`config.mk`:
```
export PLATFORM = sky130hd
export DESIGN_NAME = lcm_unit_flat
export DESIGN_NICKNAME = d
export VERILOG_FILES = /design/src/rtl/lcm_if.sv /design/src/rtl/lcm_unit.sv /design/src/flat_wrapper.sv
export SDC_FILE = /design/constraint.sdc
export NUM_CORES = 1
export LEC_CHECK = 0
export BUFFER_PORTS_ARGS = -buffer_cell sky130_fd_sc_hd__buf_2
export CAP_MARGIN = 20
export CORE_MARGIN = 2
export CORE_UTILIZATION = 46
export DETAILED_ROUTE_END_ITERATION = 10
export PLACE_DENSITY = 0.69
export SLEW_MARGIN = 20
export SYNTH_ARGS = -nofsm -noshare
export SYNTH_HDL_FRONTEND = slang
export SYNTH_SLANG_ARGS = --single-unit
```
`constraint.sdc`:
```
create_clock -name clk -period 4.34 [get_ports clk]
set_input_delay 0.651 -clock clk [delete_from_list [all_inputs] [get_ports clk]]
set_output_delay 0.651 -clock clk [all_outputs]
set_load 0.02 [all_outputs]
```
`src/rtl/lcm_if.sv`:
```
// lcm_if: operand/result handshake bundle for lcm_unit.
//   in_valid/in_ready  : operand triple (in_a, in_b, gcd_in) handshake
//   out_valid/out_ready: result (lcm, zero, err) handshake
// master drives operands and out_ready; slave (lcm_unit) drives the rest.
interface lcm_if #(parameter int unsigned WIDTH = 16);
  logic                 in_valid;
  logic                 in_ready;
  logic [WIDTH-1:0]     in_a;
  logic [WIDTH-1:0]     in_b;
  logic [WIDTH-1:0]     gcd_in;
  logic                 out_valid;
  logic                 out_ready;
  logic [2*WIDTH-1:0]   lcm;
  logic                 zero;
  logic                 err;

  modport master (
    output in_valid, in_a, in_b, gcd_in, out_ready,
    input  in_ready, out_valid, lcm, zero, err
  );

  modport slave (
    input  in_valid, in_a, in_b, gcd_in, out_ready,
    output in_ready, out_valid, lcm, zero, err
  );
endinterface

```
`src/rtl/lcm_unit.sv`:
```
// lcm_unit: sequential LCM stage fed by a combinational GCD block.
// Computes lcm = (a / g) * b with a WIDTH-cycle restoring divider followed by
// a WIDTH-cycle shift-add multiplier, and flags g == 0 or g not dividing a.
// Ports:
//   clk   : rising-edge clock
//   rst_n : asynchronous active-low reset
//   bus   : lcm_if.slave (operand in, result out, valid/ready both ways)
module lcm_unit #(
  parameter int unsigned WIDTH = 16
) (
  input  logic  clk,
  input  logic  rst_n,
  lcm_if.slave  bus
);

  localparam int unsigned CW = $clog2(WIDTH);

  typedef enum logic [1:0] {IDLE, DIV, MUL, DONE} state_t;

  state_t               state_q, state_d;
  logic [CW-1:0]        cnt_q, cnt_d;
  logic [WIDTH-1:0]     g_q, g_d;
  logic [WIDTH-1:0]     quo_q, quo_d;      // dividend, then quotient, then multiplier
  logic [WIDTH:0]       rem_q, rem_d;
  logic [2*WIDTH-1:0]   mcand_q, mcand_d;  // b, shifted left once per MUL cycle
  logic [2*WIDTH-1:0]   acc_q, acc_d;
  logic [2*WIDTH-1:0]   lcm_q, lcm_d;
  logic                 zero_q, zero_d;
  logic                 err_q, err_d;

  logic [WIDTH:0]       rem_shift;
  logic [WIDTH:0]       rem_sub;
  logic                 rem_ge;
  logic                 last;

  always_comb begin
    rem_shift = {rem_q[WIDTH-1:0], quo_q[WIDTH-1]};
    rem_sub   = rem_shift - {1'b0, g_q};
    rem_ge    = (rem_shift >= {1'b0, g_q});
    last      = (cnt_q == CW'(WIDTH - 1));
  end

  always_comb begin
    state_d = state_q;
    cnt_d   = cnt_q;
    g_d     = g_q;
    quo_d   = quo_q;
    rem_d   = rem_q;
    mcand_d = mcand_q;
    acc_d   = acc_q;
    lcm_d   = lcm_q;
    zero_d  = zero_q;
    err_d   = err_q;

    unique case (state_q)
      IDLE: begin
        if (bus.in_valid) begin
          g_d     = bus.gcd_in;
          quo_d   = bus.in_a;
          mcand_d = {{WIDTH{1'b0}}, bus.in_b};
          cnt_d   = '0;
          rem_d   = '0;
          acc_d   = '0;
          if (bus.in_a == '0 || bus.in_b == '0) begin
            state_d = DONE;
            lcm_d   = '0;
            zero_d  = 1'b1;
            err_d   = 1'b0;
          end else if (bus.gcd_in == '0) begin
            state_d = DONE;
            lcm_d   = '0;
            zero_d  = 1'b0;
            err_d   = 1'b1;
          end else begin
            state_d = DIV;
          end
        end
      end

      DIV: begin
        // Quotient bits shift in at the LSB as dividend bits leave at the MSB.
        if (rem_ge) begin
          rem_d = rem_sub;
          quo_d = {quo_q[WIDTH-2:0], 1'b1};
        end else begin
          rem_d = rem_shift;
          quo_d = {quo_q[WIDTH-2:0], 1'b0};
        end
        cnt_d = cnt_q + 1'b1;
        if (last) begin
          cnt_d = '0;
          if (rem_d != '0) begin
            state_d = DONE;
            lcm_d   = '0;
            zero_d  = 1'b0;
            err_d   = 1'b1;
          end else begin
            state_d = MUL;
            acc_d   = '0;
          end
        end
      end

      MUL: begin
        if (quo_q[0]) acc_d = acc_q + mcand_q;
        quo_d   = quo_q >> 1;
        mcand_d = mcand_q << 1;
        cnt_d   = cnt_q + 1'b1;
        if (last) begin
          state_d = DONE;
          cnt_d   = '0;
          lcm_d   = acc_d;
          zero_d  = 1'b0;
          err_d   = 1'b0;
        end
      end

      DONE: begin
        if (bus.out_ready) state_d = IDLE;
      end

      default: state_d = IDLE;
    endcase
  end

  always_ff @(posedge clk or negedge rst_n) begin
    if (!rst_n) begin
      state_q <= IDLE;
      cnt_q   <= '0;
      g_q     <= '0;
      quo_q   <= '0;
      rem_q   <= '0;
      mcand_q <= '0;
      acc_q   <= '0;
      lcm_q   <= '0;
      zero_q  <= 1'b0;
      err_q   <= 1'b0;
    end else begin
      state_q <= state_d;
      cnt_q   <= cnt_d;
      g_q     <= g_d;
      quo_q   <= quo_d;
      rem_q   <= rem_d;
      mcand_q <= mcand_d;
      acc_q   <= acc_d;
      lcm_q   <= lcm_d;
      zero_q  <= zero_d;
      err_q   <= err_d;
    end
  end

  assign bus.in_ready  = (state_q == IDLE);
  assign bus.out_valid = (state_q == DONE);
  assign bus.lcm       = lcm_q;
  assign bus.zero      = zero_q;
  assign bus.err       = err_q;

endmodule

```
`src/flat_wrapper.sv`:
```
// flat-port wrapper written by rule: the top's interface ports become plain ports
module lcm_unit_flat 
#(
  parameter int unsigned WIDTH = 16
)
  (clk, rst_n, bus_in_valid, bus_in_a, bus_in_b, bus_gcd_in, bus_out_ready, bus_in_ready, bus_out_valid, bus_lcm, bus_zero, bus_err);
  lcm_if #(.WIDTH(WIDTH)) bus_i ();
  input  logic clk;
  input  logic rst_n;
  input wire logic [$bits(bus_i.in_valid)-1:0] bus_in_valid;
  input wire logic [$bits(bus_i.in_a)-1:0] bus_in_a;
  input wire logic [$bits(bus_i.in_b)-1:0] bus_in_b;
  input wire logic [$bits(bus_i.gcd_in)-1:0] bus_gcd_in;
  input wire logic [$bits(bus_i.out_ready)-1:0] bus_out_ready;
  output wire logic [$bits(bus_i.in_ready)-1:0] bus_in_ready;
  output wire logic [$bits(bus_i.out_valid)-1:0] bus_out_valid;
  output wire logic [$bits(bus_i.lcm)-1:0] bus_lcm;
  output wire logic [$bits(bus_i.zero)-1:0] bus_zero;
  output wire logic [$bits(bus_i.err)-1:0] bus_err;
  assign bus_i.in_valid = bus_in_valid;
  assign bus_i.in_a = bus_in_a;
  assign bus_i.in_b = bus_in_b;
  assign bus_i.gcd_in = bus_gcd_in;
  assign bus_i.out_ready = bus_out_ready;
  assign bus_in_ready = bus_i.in_ready;
  assign bus_out_valid = bus_i.out_valid;
  assign bus_lcm = bus_i.lcm;
  assign bus_zero = bus_i.zero;
  assign bus_err = bus_i.err;
  lcm_unit #(.WIDTH(WIDTH)) u_core (.clk(clk), .rst_n(rst_n), .bus(bus_i));
endmodule
```
==> impl_results.md <==
- I/O Buffers: 87
- Min-delay worst type: in2async
- Power per Cell Area: 776 nW/um^2
- Max cap viols: 0
- Worst rel slew slack: 0.280
- Final max-slew violation count: 0
- Synth Area per Inst: 9.59 sq um
- Worst Skew: 0.0104 ns
- Largest fanout on the critical path: 19
- Crit Path Class: reg2reg
- Critical R2R Launch: u_core.quo_q[15]
- CTS buffer count: 17
- I/O pin count: 88
- Commonest non-fill, non-tap cells in the layout: dfrtp_1, nand2_1, o21ai_0
- Period Utilization, post-route: 0.927
- Final wirelength: 23600 microns
- Root buf cell: clkbuf_16
- R2R depth: 14
- RR Endpoint: u_core.bus.lcm[13]
- Antenna Violating Nets Remaining: 0
- First-pass GRT wire length: 38800 microns
- Via Count: 7963
- Synthesized area: 9630 sq um
- H-tree depth: 4
- Synth Flop Type: dfrtp_1
- Routed vias/inst: 5.84
- Worst path most repeated cell: inv_1
- CTS tree: yes
- Worst VDD drop: 361 uV
- Clk slew on worst S/H paths: 0.07 ns
- Initial DRT Pass Iterations: 5
- DIE HEIGHT: 149 microns
- Worst slew pin tran: 1.08 ns
- Worst EP arrival: 4.34 ns
- Drt initial violations: 607
- Chip Width: 149 microns
- Leakage: 5.29 nW
- Area growth, synth to finish: 13.6%
- Synth warnings: 0
- CP max-delay cell: dfrtp_1
- Fmax: 248 MHz
- Synth unique cells: 74
- EDFF count, synth: 0
- Min Hold Slack: 0.283 ns
- Crit path time final: 4.03 ns
- Hold buffer count at CTS: 0
- GR Overflow Total: 0
- Resized Gates After CTS: 0
- Overall Global Routing Usage: 0.220
- Largest net degree at the start of global routing: 94
- Sink Count: 152
- RePlAce Congestion: 0.919
- Cell row count: 52
- Final net count: 1187
- Syn_nets: 1111
- Sequential-to-total area share from yosys stat: 0.395
- Unrepaired setup endpoints after global routing: false
- Asr flop ratio synth: 1.00
- Post-DP HPWL: 16600 microns
- Critical path data required time: 4.65 ns
- Startpoint type of the worst setup path: flip-flop
- Clock buffer depth: 2
- R2R setup slack: 0.31 ns
- Final setup TNS: 0 ns
- Most common library cell in the layout ignoring fill and taps: dfrtp_1
- Die area: 22100 sq um
- Post-CTS setup buffer count: 0
- Register area: 3800 sq um
- Filler Cell Count: 1791
- Final hold vios: 0
- Setup-failing EPs final: 0
- Ratio of cells with drive above 1 in the final layout: 0.179
- Initial antenna violation count: 0
- Diode count: 0
- Worst skew pair latency: 0.43 ns
- Status: complete, no violations
- Footprint of the multi-input gates: 5490 sq um
- Post-Syn Instances: 1004
- CP endpoint kind: flip-flop
- Initial Utilization: 0.473
- Core footprint: 20400 sq um
- Crit-path max cell delay: 0.42 ns
- Register bit total from synthesis: 152
- Crit-path cells: inv_1 -> ha_1 -> inv_1 -> fa_1 -> a211oi_1 -> nor3_1 -> nor2_1 -> xor2_1 -> o2111ai_1 -> o41ai_2 -> nor3b_4 -> a31oi_4 -> buf_4 -> mux2_4
- Vias in the first global route: 7804
- DRC: 0
- Routed WL per cell: 17.3 microns
## Yosys cell counts, types with 8 or more instances
library cell | n | share of area
clkbuf_1 | 36 | 0.014
nor2_1 | 53 | 0.021
ha_1 | 53 | 0.069
nand4_1 | 9 | 0.0058
nand3_1 | 14 | 0.0073
nor4_1 | 15 | 0.0097
mux2_4 | 16 | 0.025
dfrtp_1 | 152 | 0.39
nor3_1 | 13 | 0.0068
nand2_1 | 110 | 0.043
a22oi_1 | 16 | 0.012
xor2_1 | 16 | 0.015
o21ai_0 | 99 | 0.051
or3_1 | 12 | 0.0078
mux2i_1 | 45 | 0.047
nor2b_1 | 10 | 0.0065
a21o_1 | 14 | 0.011
mux2_1 | 23 | 0.027
o211ai_1 | 8 | 0.0062
mux2_2 | 24 | 0.028
nand2b_1 | 12 | 0.0078
inv_1 | 35 | 0.014
o21ai_1 | 9 | 0.0047
a31oi_1 | 13 | 0.0084
xnor2_1 | 16 | 0.015
a22o_1 | 18 | 0.016
a21oi_1 | 56 | 0.029
## through the flow
stage / total power, W / instance area [sq um] / setup slack, ns / util / std cells
after floorplan: 0.00582 / 9630 / 1.06 / - / 1004
after global placement: 0.00687 / 10400 / 0.480 / 0.508 / 1331
after detailed placement: 0.00692 / 10400 / 0.410 / 0.508 / 1331
after CTS: 0.00847 / 10900 / 0.361 / 0.537 / 1363
after global routing: 0.00915 / 10900 / 0.0633 / 0.537 / 1363
final: 0.00849 / 10900 / 0.315 / 0.537 / 1363
## cell type report
cell class / count / share of cell area
clock buffer: 20 / 0.0408
clock inverter: 12 / 0.0129
inverter: 37 / 0.0127
multi-input combinational: 766 / 0.501
sequential: 152 / 0.348
tap: 270 / 0.0309
timing repair buffer: 106 / 0.0534
## sequential cells by signal (all words and copies together), names as in the netlist
signal / count
u_core.quo_q: 16
u_core.state_q: 2
u_core.mcand_q: 32
u_core.cnt_q: 4
u_core.bus.zero: 1
u_core.rem_q: 16
u_core.acc_q: 32
u_core.bus.lcm: 32
u_core.bus.err: 1
u_core.g_q: 16
## worst max-delay path, delay by kind of cell, from the launching register on
family / cells / cell delay (ns)
AO/OA/AOI/OAI: 4 / 1.10
buffers and inverters: 3 / 0.53
XOR/XNOR: 1 / 0.21
AND/OR/NAND/NOR: 3 / 0.71
flip-flops: 1 / 0.42
adder cells (fa/ha/maj): 2 / 0.57
multiplexers: 1 / 0.33
## report_power, final
| part | internal (W) | switching [W] |
|---|---|---|
| logic | 0.00185 | 0.00290 |
| registers | 0.00187 | 0.000369 |
| clock network | 0.000871 | 0.000642 |
## logic make-up (layout without fill, tap and decap cells)
family,Yosys count,in the layout,synth area share
simple gates,275,275,0.137
buf+inv,86,175,0.0387
flops,152,152,0.395
compound gates,296,296,0.200
fa+ha+maj,55,55,0.0730
xor+xnor,32,32,0.0291
mux,108,108,0.127
## how the worst max path moves through the flow
stage          cells past startpoint        startpoint                  to  slack (ns)
3_3_place_gp                      14  u_core.quo_q[15]  u_core.bus.lcm[10]        0.48
4_1_cts                           14  u_core.quo_q[15]  u_core.bus.lcm[13]        0.36
5_1_grt                           14  u_core.quo_q[15]  u_core.bus.lcm[10]        0.06
3_5_place_dp                      14  u_core.quo_q[15]  u_core.bus.lcm[12]        0.41
2_1_floorplan                     14  u_core.quo_q[15]  u_core.bus.lcm[10]        1.06
6_report                          14  u_core.quo_q[15]  u_core.bus.lcm[13]        0.31
## metal layers
layer  vias up  part of all wire  global-route usage
met2       208              0.46               0.352
met5         -                 0                   0
li1       3851                 -                   -
met1      3874              0.48               0.300
met4         0             0.019              0.0643
met3        30             0.048              0.0479
No activity file was read; power rests on OpenSTA's default activity.
